File: src/rtl/cic_up_s4.sv
// cic_up_s4 : two-stage CIC interpolator (2 combs at the input rate,
// zero-stuffing by FACTOR, 2 integrators at the output rate).
//
// Ports
//   clk         system clock
//   reset       synchronous, active-high reset (priority over clk_enable)
//   clk_enable  high-rate clock enable; all state frozen when low
//   filter_in   signed input sample, captured on edges where ce_in is high
//   ce_in       input request strobe, one per FACTOR enabled clocks
//   filter_out  signed interpolated output (integrator 2 register)
//   ce_out      registered clk_enable; marks a freshly updated filter_out
//
// All arithmetic is modular at OUTPUT_WIDTH bits. Integrator overflow is
// expected and cancels against the combs, so nothing saturates.

module cic_up_s4 #(
   parameter int FACTOR       = 10,
   parameter int INPUT_WIDTH  = 12,
   parameter int OUTPUT_WIDTH = 16
) (
   input  logic                           clk,
   input  logic                           reset,
   input  logic                           clk_enable,
   input  logic signed [INPUT_WIDTH-1:0]  filter_in,
   output logic                           ce_in,
   output logic signed [OUTPUT_WIDTH-1:0] filter_out,
   output logic                           ce_out
);

   localparam int          OW         = OUTPUT_WIDTH;
   localparam int          IW         = INPUT_WIDTH;
   localparam logic [15:0] LAST_PHASE = 16'(FACTOR - 1);

   // Add/subtract one bit wider than the datapath, then keep the low OW bits.
   function automatic logic signed [OW-1:0] add_w(input logic signed [OW-1:0] a,
                                                  input logic signed [OW-1:0] b);
      logic signed [OW:0] s;
      s = {a[OW-1], a} + {b[OW-1], b};
      return s[OW-1:0];
   endfunction

   function automatic logic signed [OW-1:0] sub_w(input logic signed [OW-1:0] a,
                                                  input logic signed [OW-1:0] b);
      logic signed [OW:0] s;
      s = {a[OW-1], a} - {b[OW-1], b};
      return s[OW-1:0];
   endfunction

   logic        [15:0]   cur_count;
   logic                 phase_zero;
   logic                 phase_one;
   logic signed [OW-1:0] in_ext;
   logic signed [OW-1:0] in_reg;
   logic signed [OW-1:0] diff1;
   logic signed [OW-1:0] diff2;
   logic signed [OW-1:0] c1;
   logic signed [OW-1:0] c2;
   logic signed [OW-1:0] u;
   logic signed [OW-1:0] int1;
   logic signed [OW-1:0] int2;

   assign phase_zero = (cur_count == 16'd0);
   assign phase_one  = (cur_count == 16'd1);

   // cur_count already sits at 0 while reset is held; masking with reset
   // keeps the request strobe quiet until the first real enabled cycle.
   assign ce_in = clk_enable & phase_zero & ~reset;

   assign in_ext = {{(OW-IW){filter_in[IW-1]}}, filter_in};

   // Comb sections run at the input rate and are evaluated from registers.
   assign c1 = sub_w(in_reg, diff1);
   assign c2 = sub_w(c1, diff2);

   // The comb result is injected exactly once per input period, in the
   // cycle right after the capture, giving the 2-edge input-to-output latency.
   assign u = phase_one ? c2 : '0;

   always_ff @(posedge clk) begin
      if (reset) begin
         cur_count <= 16'd0;
         in_reg    <= '0;
         diff1     <= '0;
         diff2     <= '0;
         int1      <= '0;
         int2      <= '0;
         ce_out    <= 1'b0;
      end else begin
         ce_out <= clk_enable;
         if (clk_enable) begin
            if (cur_count == LAST_PHASE) begin
               cur_count <= 16'd0;
            end else begin
               cur_count <= 16'(cur_count + 16'd1);
            end
            if (phase_zero) begin
               in_reg <= in_ext;
               diff1  <= in_reg;
               diff2  <= c1;
            end
            int1 <= add_w(int1, u);
            int2 <= add_w(int2, int1);
         end
      end
   end

   assign filter_out = int2;

endmodule
File: config.mk
export PLATFORM = sky130hd
export DESIGN_NAME = cic_up_s4
export DESIGN_NICKNAME = d
export VERILOG_FILES = /design/src/rtl/cic_up_s4.sv
export SDC_FILE = /design/constraint.sdc
export NUM_CORES = 1
export LEC_CHECK = 0
export BUFFER_PORTS_ARGS = -buffer_cell sky130_fd_sc_hd__clkbuf_2
export CORE_MARGIN = 5
export CORE_UTILIZATION = 50
export DETAILED_ROUTE_END_ITERATION = 6
export PLACE_DENSITY = 0.73
export SLEW_MARGIN = 10
export SYNTH_ARGS = -nofsm -noshare
export SYNTH_HDL_FRONTEND = slang
export SYNTH_SLANG_ARGS = --single-unit
File: constraint.sdc
create_clock -name clk -period 4.6 [get_ports clk]
set_clock_uncertainty 0.2 [all_clocks]
set_input_delay 0.23 -clock clk [delete_from_list [all_inputs] [get_ports clk]]
set_output_delay 0.23 -clock clk [all_outputs]
set_load 0.02 [all_outputs]
==> metrics.cfg, run 1 <==
[logic_synthesis]
synth-async-reset-ratio = 0
ys_top_cells_by_area = dfxtp_1 (31%), ha_1 (12%), nand2_1 (6.4%)
synth_area_per_cell_um2 = 7.97
synth-main-ff-cell = dfxtp_1
ys_seq_elements = 86
synth_top_area_frac = 0.307
synth_area_leader_cell = dfxtp_1
synthCells = 705
synthesis.nets = 780
ys_seq_area_frac = 0.307
ys_warn_count = 0
synth_edf_count = 0
syn_area_um2 = 5620
synth_cell_types = 62

[grt]
grt_pass1_vias = 4811
grt_use_total = 0.187
grt-ovfl-total = 0
antenna_found_initial = 0
grt_pass1_wl_um = 20900
grt_max_degree = 60

[sta]
tightest_slew_ps = 1200
hold_ws_ps = 255
final_hold_viol_count = 0
rsz0062_at_grt = true
min_period_ps = 4580
setup_viol = 0
timing.fmax_mhz = 218
relSlewSlack = 0.197
layout_setup_ws_ps = 15.6
slew_viol_final = 0
fin_crit_sh = 0.997

[cts]
cts_tree = built
clk_pin_slew_worst_paths_ps = 60
cts_buffer_depth = 2
cts_root_buf = clkbuf_16
cts_sinks = 86
cts_made_buffers = 9
clock_latency_ps = 340
htreeDepth = 3

[worst_setup_path]
critPathSlowestCell = fa_2
critPathRequiredTime_ps = 4580
cp.arrival_ps = 4570
cp_max_fo = 4
reg2regPathDepth = 24
critPathLaunchType = register
cp_slowest_stage_delay_ps = 340
crit_top_cell = a21oi_2
cp-end-kind = register
critical_path_class = reg2reg
path_cells = inv_2 > ha_4 > fa_2 > nor2b_1 > o21a_1 > o21ai_2 > a21oi_2 > a21o_1 > a21oi_2 > xnor2_2 > ha_4 > a21oi_2 > o21ai_2 > a211o_1 > xnor2_2 > nor2_1 > ha_1 > a21oi_2 > a21bo_2 > o21ai_4 > nor4b_4 > mux2i_1 > xor2_1 > nor2_1

[place]
post-place-cells = 882
place_ws_ps = -287
port_buffers = 32
gp_congestion = 0.876
dpl.hpwl_um = 8560

[die]
io_pins = 33
rows = 38
start_util = 0.514
die_w_um = 116
dieArea_um2 = 13500
die_y_um = 116
core_um2 = 10900

[power]
irDropWorstVdd_v = 0.000255
switching_share = 0.362
comb_power_share = 0.456
power_frac_clock = 0.241
power.switching_mw = 1.04
power_mw = 2.87
p_leak_nw = 2.89
seqPwrFrac = 0.302
intPower_mw = 1.83
power_density_nw_per_um2 = 421

[finish]
fin_nets = 851
fillers = 943
antennaDiodeCount = 0
most-common-layout-cells = nand2_1 (94), dfxtp_1 (83), nor2_1 (67)
final_cells = 921
multi_input_area_um2 = 3870
area_growth_pct = 21.5
ff_latch_area_um2 = 1730
drive_gt1_frac = 0.183
final_common_cell = nand2_1

[route]
num_vias = 5130
firstDrtPassIters = 4
wl_per_cell_um = 13.5
drc = 0
drt_iter0_drc = 230
wirelength_um = 12500
antenna_left = 0
routed_via_density = 5.57

[job]
cap_viol_max_count = 0

[min_path]
hold_path.class = reg2reg
hold_depth = 2

[outcome]
status = complete, no violations

==> path summary, 6_finish.rpt <==
path	start	slack (ps)	endpoint
min reg2reg	diff2[2]	260	diff2[2]
max reg2reg	in_reg[0]	20	int1[15]
min	diff2[2]	260	diff2[2]
max	in_reg[0]	20	int1[15]
==> layout make-up <==
type | count | share of cell area
well taps | 140 | 0.0257
multi-input cells | 546 | 0.567
clock inverters | 5 | 0.00477
repair buffers | 84 | 0.0857
flip-flops and latches | 86 | 0.253
clock buffers | 11 | 0.0371
inverters | 49 | 0.0270
==> synth_stat cells (3+ instances only) <==
cell type	count
o21ai_1	15
nor2_1	69
nand4_1	10
nand3_1	4
dfxtp_1	86
ha_1	56
a41o_1	3
nor3_1	16
clkbuf_1	19
nor4_1	4
fa_1	4
nand2b_1	9
xor2_1	26
o22ai_1	5
o211ai_1	3
nand2_1	96
inv_1	48
a31oi_1	3
buf_1	4
o21bai_1	3
o21ai_0	12
o31ai_1	5
a21oi_1	70
xnor2_1	23
or3_1	6
mux2i_1	14
nor2b_1	15
o21a_1	11
a21o_1	11
a211oi_1	13
==> timing repair <==
action                     4_1_cts  5_1_grt
hold buffers                    12        0
pin swaps                       24       36
setup endpoints to repair        4        7
gates resized for setup         18       32
hold endpoints to repair        12        0
buffers inserted                 7        4
==> cells by family after synthesis <==
| kind of cell | after synthesis | synth area share |
|---|---|---|
| compound gates | 176 | 0.202 |
| xor+xnor | 49 | 0.0764 |
| fa+ha+maj | 60 | 0.139 |
| buf+inv | 73 | 0.0490 |
| flops | 86 | 0.307 |
| mux | 15 | 0.0270 |
| simple gates | 246 | 0.200 |
==> metrics by stage <==
step / utilization / area [um^2] / setup TNS, ps
6_report: 0.624 / 6820 / 0
5_1_grt: 0.624 / 6820 / -986
4_1_cts: 0.605 / 6610 / -268
3_5_place_dp: 0.557 / 6090 / -455
3_3_place_gp: 0.557 / 6090 / -159
2_1_floorplan: - / 5620 / 0
==> per-layer routing <==
metal,track usage,vias to the layer above,share of wire
met2,0.331,64,0.52
li1,-,2597,-
met4,0.0673,0,0.016
met3,0.0308,16,0.024
met5,0,-,0
met1,0.229,2453,0.44
==> critical path, delay by kind of cell (launching register included) <==
family	cells	cell delay, ps
xor gates and xnor gates	3	510
DFF	1	330
AOI/OAI and AO/OA	11	1680
adders and majority gates	4	1080
and+or+nand+nor	4	440
muxes	1	140
buffers and inverters	1	40
==> power by group through the flow <==
stage	logic, mW	registers (mW)	clock network, mW
floorplan	0.805	0.883	0
global placement	1.07	0.880	0
detailed placement	1.11	0.882	0
CTS	1.17	0.867	0.712
global route	1.45	0.874	0.745
finish	1.31	0.868	0.693
Power figures use the tool's default switching activity.
==> run 2, diff against run 1 <==
--- a/config.mk
+++ b/config.mk
@@ -5,11 +5,13 @@
 export SDC_FILE = /design/constraint.sdc
 export NUM_CORES = 1
 export LEC_CHECK = 0
+export ABC_CLOCK_PERIOD_IN_PS = 4600
 export BUFFER_PORTS_ARGS = -buffer_cell sky130_fd_sc_hd__clkbuf_2
 export CORE_MARGIN = 5
 export CORE_UTILIZATION = 50
 export DETAILED_ROUTE_END_ITERATION = 6
 export PLACE_DENSITY = 0.73
+export REMOVE_ABC_BUFFERS = 1
 export SLEW_MARGIN = 10
 export SYNTH_ARGS = -nofsm -noshare
 export SYNTH_HDL_FRONTEND = slang
==> run 2 against run 1 <==
Against the previous run: the flow now finishes with violations (negative setup slack); total power rose by 2.5%; register-to-register slack lost 40 ps; die area is the same; critical path depth increased by 1; worst hold slack worse by 87 ps; sequential share of layout area is 0.17 points lower; sequential power is essentially flat; final area is 0.51% higher; flip-flop and latch count unchanged.
==> metrics.cfg, run 2 (synthesis gave the netlist of run 1 again) <==
[sta]
rsz0062_at_grt = true
tightest_slew_ps = 714
fin_crit_sh = 1.00
relSlewSlack = 0.523
final_hold_viol_count = 0
setup_viol = 1
min_period_ps = 4620
slew_viol_final = 0
layout_setup_ws_ps = -22.5
timing.fmax_mhz = 216

[grt]
grt_max_degree = 51
grt_pass1_vias = 4880
grt-ovfl-total = 0
grt_use_total = 0.191
grt_pass1_wl_um = 21300
antenna_found_initial = 0

[place]
post-place-cells = 883
gp_congestion = 0.858
dpl.hpwl_um = 8630
place_ws_ps = -359
port_buffers = 32

[finish]
final_cells = 924
fin_util = 0.627
fin_nets = 854
area_growth_pct = 22.1
antennaDiodeCount = 0
most-common-layout-cells = nand2_1 (91), dfxtp_1 (85), nor2_1 (69)
fillers = 916
final_common_cell = nand2_1
drive_gt1_frac = 0.195

[cts]
cts_root_buf = clkbuf_16
clock_latency_ps = 350
cts_sinks = 86
cts_buffer_depth = 2
cts_made_buffers = 9
cts_tree = built
htreeDepth = 3
clk_pin_slew_worst_paths_ps = 60

[route]
antenna_left = 0
num_vias = 5091
wirelength_um = 12800
firstDrtPassIters = 6
drt_iter0_drc = 328
routed_via_density = 5.51
wl_per_cell_um = 13.8
drc = 0

[worst_setup_path]
cp_slowest_stage_delay_ps = 350
regToRegStartpoint = in_reg[1]
critical_path_class = reg2reg
path_buf_inv = 3
critPathRequiredTime_ps = 4620
cp_max_fo = 3
critPathLaunchType = register
critPathLaunch = in_reg[1]
critPathTopFamily = compound AO/OA/AOI/OAI gates
crit_top_cell = nor2_1
critPathSlowestCell = ha_1
cp.arrival_ps = 4640
cp-end-kind = register

[die]
start_util = 0.514
dieArea_um2 = 13500
rows = 38
core_um2 = 10900
io_pins = 33
die_w_um = 116
die_y_um = 116

[power]
power_frac_clock = 0.241
power.switching_mw = 1.07
seqPwrFrac = 0.295
irDropWorstVdd_v = 0.000231
power_mw = 2.94
switching_share = 0.365
intPower_mw = 1.87
p_leak_nw = 2.90
power_density_nw_per_um2 = 429
comb_power_share = 0.464

[outcome]
status = finished with violations
violations = negative setup slack

[job]
cap_viol_max_count = 0

[min_path]
hp-start = clk_enable
hold_path.class = in2reg

[run 2: metrics by stage]
step                      cell area, um^2  hold WS [ps]  setup TNS [ps]
after CTS                            6580           152            -210
after floorplan                      5520          99.1           -36.4
final                                6860           169           -22.5
after global routing                 6860           190            -655
after detailed placement             6090           248            -747
after global placement               6090           242            -225
[run 2: layout make-up]
cell class	count	area [um^2]	share of cell area
inverter	49	184	0.0268
tap	140	175	0.0255
timing repair buffer	87	607	0.0885
sequential	86	1720	0.251
clock buffer	12	267	0.0389
clock inverter	4	20.0	0.00292
multi-input combinational	546	3880	0.566
[run 2: worst paths after layout]
kind	end	slack, ps	depth (start not counted)
worst max-delay path	int1[15]	-20	25
worst min-delay path	filter_out[1]	170	2
worst max register to register	int1[15]	-20	25
worst min register to register	diff2[2]	250	2
[run 2: power groups by stage]
stage	Clock, mW	Combinational (mW)	Sequential [mW]
after floorplan	0	0.785	0.883
final	0.708	1.37	0.868
after global placement	0	1.09	0.880
after detailed placement	0	1.13	0.882
after CTS	0.722	1.18	0.867
after global routing	0.753	1.50	0.876
[run 2: routing by layer]
layer / up-vias / part of all wire / track usage
met3: 25 / 0.030 / 0.0439
met1: 2387 / 0.44 / 0.224
met5: - / 0 / 0
li1: 2604 / - / -
met4: 0 / 0.020 / 0.0742
met2: 75 / 0.51 / 0.338
[run 2: timing repair]
action | 4_1_cts | 5_1_grt
hold buffers | 12 | 0
gates cloned | 0 | 0
endpoints found under the setup margin | 3 | 6
hold endpoints to repair | 12 | 0
buffers inserted | 2 | 11
gates resized for setup | 17 | 42
pin swaps | 19 | 38
==> run 3, diff against run 2 <==
--- a/config.mk
+++ b/config.mk
@@ -7,10 +7,12 @@
 export LEC_CHECK = 0
 export ABC_CLOCK_PERIOD_IN_PS = 4600
 export BUFFER_PORTS_ARGS = -buffer_cell sky130_fd_sc_hd__clkbuf_2
+export CELL_PAD_IN_SITES_DETAIL_PLACEMENT = 0
+export CELL_PAD_IN_SITES_GLOBAL_PLACEMENT = 1
 export CORE_MARGIN = 5
-export CORE_UTILIZATION = 50
+export CORE_UTILIZATION = 42
 export DETAILED_ROUTE_END_ITERATION = 6
-export PLACE_DENSITY = 0.73
+export PLACE_DENSITY = 0.8
 export REMOVE_ABC_BUFFERS = 1
 export SLEW_MARGIN = 10
 export SYNTH_ARGS = -nofsm -noshare
==> run 3 against run 2 <==
Against the previous run: the flow now finishes without violations; register-to-register slack better by 60 ps; critical path depth is the same; combinational power decreased by 7%; wire length is 4.2% lower; non-clock buffer count increased by 1; final area decreased by 0.35%; maximum frequency increased by 1.4%; largest power group unchanged; highest routed layer unchanged.
==> metrics.cfg, run 3 (synthesis gave the netlist of run 1 again) <==
[sta]
relSlewSlack = 0.476
layout_setup_ws_ps = 42.2
setup_viol = 0
min_period_ps = 4560
rsz0062_at_grt = true
final_hold_viol_count = 0
tightest_slew_ps = 786
fin_crit_sh = 0.991
slew_viol_final = 0
timing.fmax_mhz = 219
hold_ws_ps = 255

[finish]
drive_gt1_frac = 0.169
most-common-layout-cells = nand2_1 (94), dfxtp_1 (85), nor2_1 (69)
antennaDiodeCount = 0
final_common_cell = nand2_1
fin_nets = 855
fin_util = 0.518
fillers = 1255
ff_latch_area_um2 = 1720
multi_input_area_um2 = 3810
area_growth_pct = 21.7

[grt]
grt-busiest-layer = met2
use_met1 = 0.182
antenna_found_initial = 0
met3_usage = 0.0275
grt_pass1_wl_um = 20900
grt_use_total = 0.155
grt_pass1_vias = 4821
grt.met2_usage = 0.279
grt_max_degree = 42
grt-ovfl-total = 0

[die]
core_um2 = 13200
die_w_um = 126
die_y_um = 126
rows = 42
start_util = 0.426
io_pins = 33
dieArea_um2 = 15800

[place]
dpl.hpwl_um = 9140
port_buffers = 32
place_ws_ps = -291
gp_congestion = 0.865

[worst_setup_path]
critical_path_class = reg2reg
critPathLaunchType = register
cp.arrival_ps = 4580
reg2regPathDepth = 25
cp_max_fo = 3
cp-end-kind = register
critPathRequiredTime_ps = 4620
worstReg2RegEnd = int1[15]
r2r_setup_slack_ps = 40
regToRegStartpoint = in_reg[0]

[cts]
cts_sinks = 86
cts_made_buffers = 9
htreeDepth = 3
cts_buffer_depth = 2
clk_pin_slew_worst_paths_ps = 60
cts_tree = built
cts_root_buf = clkbuf_16
clock_latency_ps = 340

[route]
antenna_left = 0
wl_per_cell_um = 12.7
num_vias = 4986
wirelength_um = 12200
firstDrtPassIters = 4
routed_via_density = 5.19
drt_iter0_drc = 146
drc = 0

[power]
power_density_nw_per_um2 = 417
p_leak_nw = 2.89
comb_power_share = 0.446
seqPwrFrac = 0.304
power.switching_mw = 1.00
intPower_mw = 1.85
switching_share = 0.351
power_frac_clock = 0.250
irDropWorstVdd_v = 0.000228

[job]
cap_viol_max_count = 0

[outcome]
status = complete, no violations

[min_path]
hp-start = diff1[9]
hold_path.class = reg2reg
hold_end = diff1[9]
hold_depth = 2

## run 3: cell count changes in the layout (fill, tap and decap cells not counted), moves of 3 or more
cell,delta
o21ai_2,-3
ha_1,+4
nand2_2,-3
clkbuf_8,-3
ha_2,-3
clkbuf_1,+3
nand2_1,+3
## run 3: how the worst max path moves through the flow
stage | depth (start not counted) | slack, ps | to | startpoint
after detailed placement | 25 | -290 | int1[15] | in_reg[0]
final | 25 | 40 | int1[15] | in_reg[0]
after CTS | 24 | -30 | int1[15] | in_reg[0]
after floorplan | 25 | -40 | int1[15] | in_reg[0]
after global placement | 25 | -140 | int1[15] | in_reg[0]
after global routing | 25 | -230 | int1[15] | in_reg[0]
## run 3: power groups by stage
| stage | Combinational, mW | Clock, mW | Sequential (mW) |
|---|---|---|---|
| 3_3_place_gp | 1.13 | 0 | 0.881 |
| 5_1_grt | 1.41 | 0.767 | 0.877 |
| 2_1_floorplan | 0.785 | 0 | 0.883 |
| 3_5_place_dp | 1.16 | 0 | 0.884 |
| 6_report | 1.27 | 0.712 | 0.868 |
| 4_1_cts | 1.19 | 0.734 | 0.868 |
## run 3: metrics by stage
stage,setup TNS (ps),area (um^2),instances,total power [mW]
floorplan,-36.4,5520,681,1.67
global placement,-227,6200,928,2.01
detailed placement,-557,6200,928,2.04
CTS,-27.8,6660,957,2.79
global route,-455,6830,961,3.05
finish,0,6830,961,2.85
## run 3: area by class of cell
type	count	area share
multi-input cells	546	0.557
flip-flops and latches	86	0.252
repair buffers	88	0.0899
clock buffers	12	0.0346
well taps	176	0.0322
inverters	49	0.0269
clock inverters	4	0.00696
## run 3: worst max-delay path, cell delays in order (launching register included)
cell	delay [ps]
dfxtp_2	330
inv_2	40
ha_4	150
fa_2	340
nor2b_1	120
o21a_1	160
o21ai_2	70
nand2b_1	90
a21oi_2	70
xnor2_2	160
ha_1	360
nand2_2	90
o21bai_2	220
a21o_1	200
a21boi_2	150
o21a_1	120
nor3_1	50
ha_1	200
a21o_1	210
a21oi_2	170
a21bo_2	260
o21ai_4	70
nor4b_4	230
mux2i_1	130
xor2_1	170
nor2_1	50
## run 3: repair_timing
| action | CTS | global route |
|---|---|---|
| hold buffers | 12 | 0 |
| endpoints found under the hold margin | 12 | 0 |
| endpoints found under the setup margin | 3 | 5 |
| buffers inserted | 1 | 4 |
| gates resized for setup | 12 | 28 |
| pin swaps | 10 | 18 |
## run 3: layer usage
metal  up-vias  wire length (um)
met1      2312              5570
li1       2602                 -
met2        57              6080
met5         -                 0
met4         0               228
met3        15               347
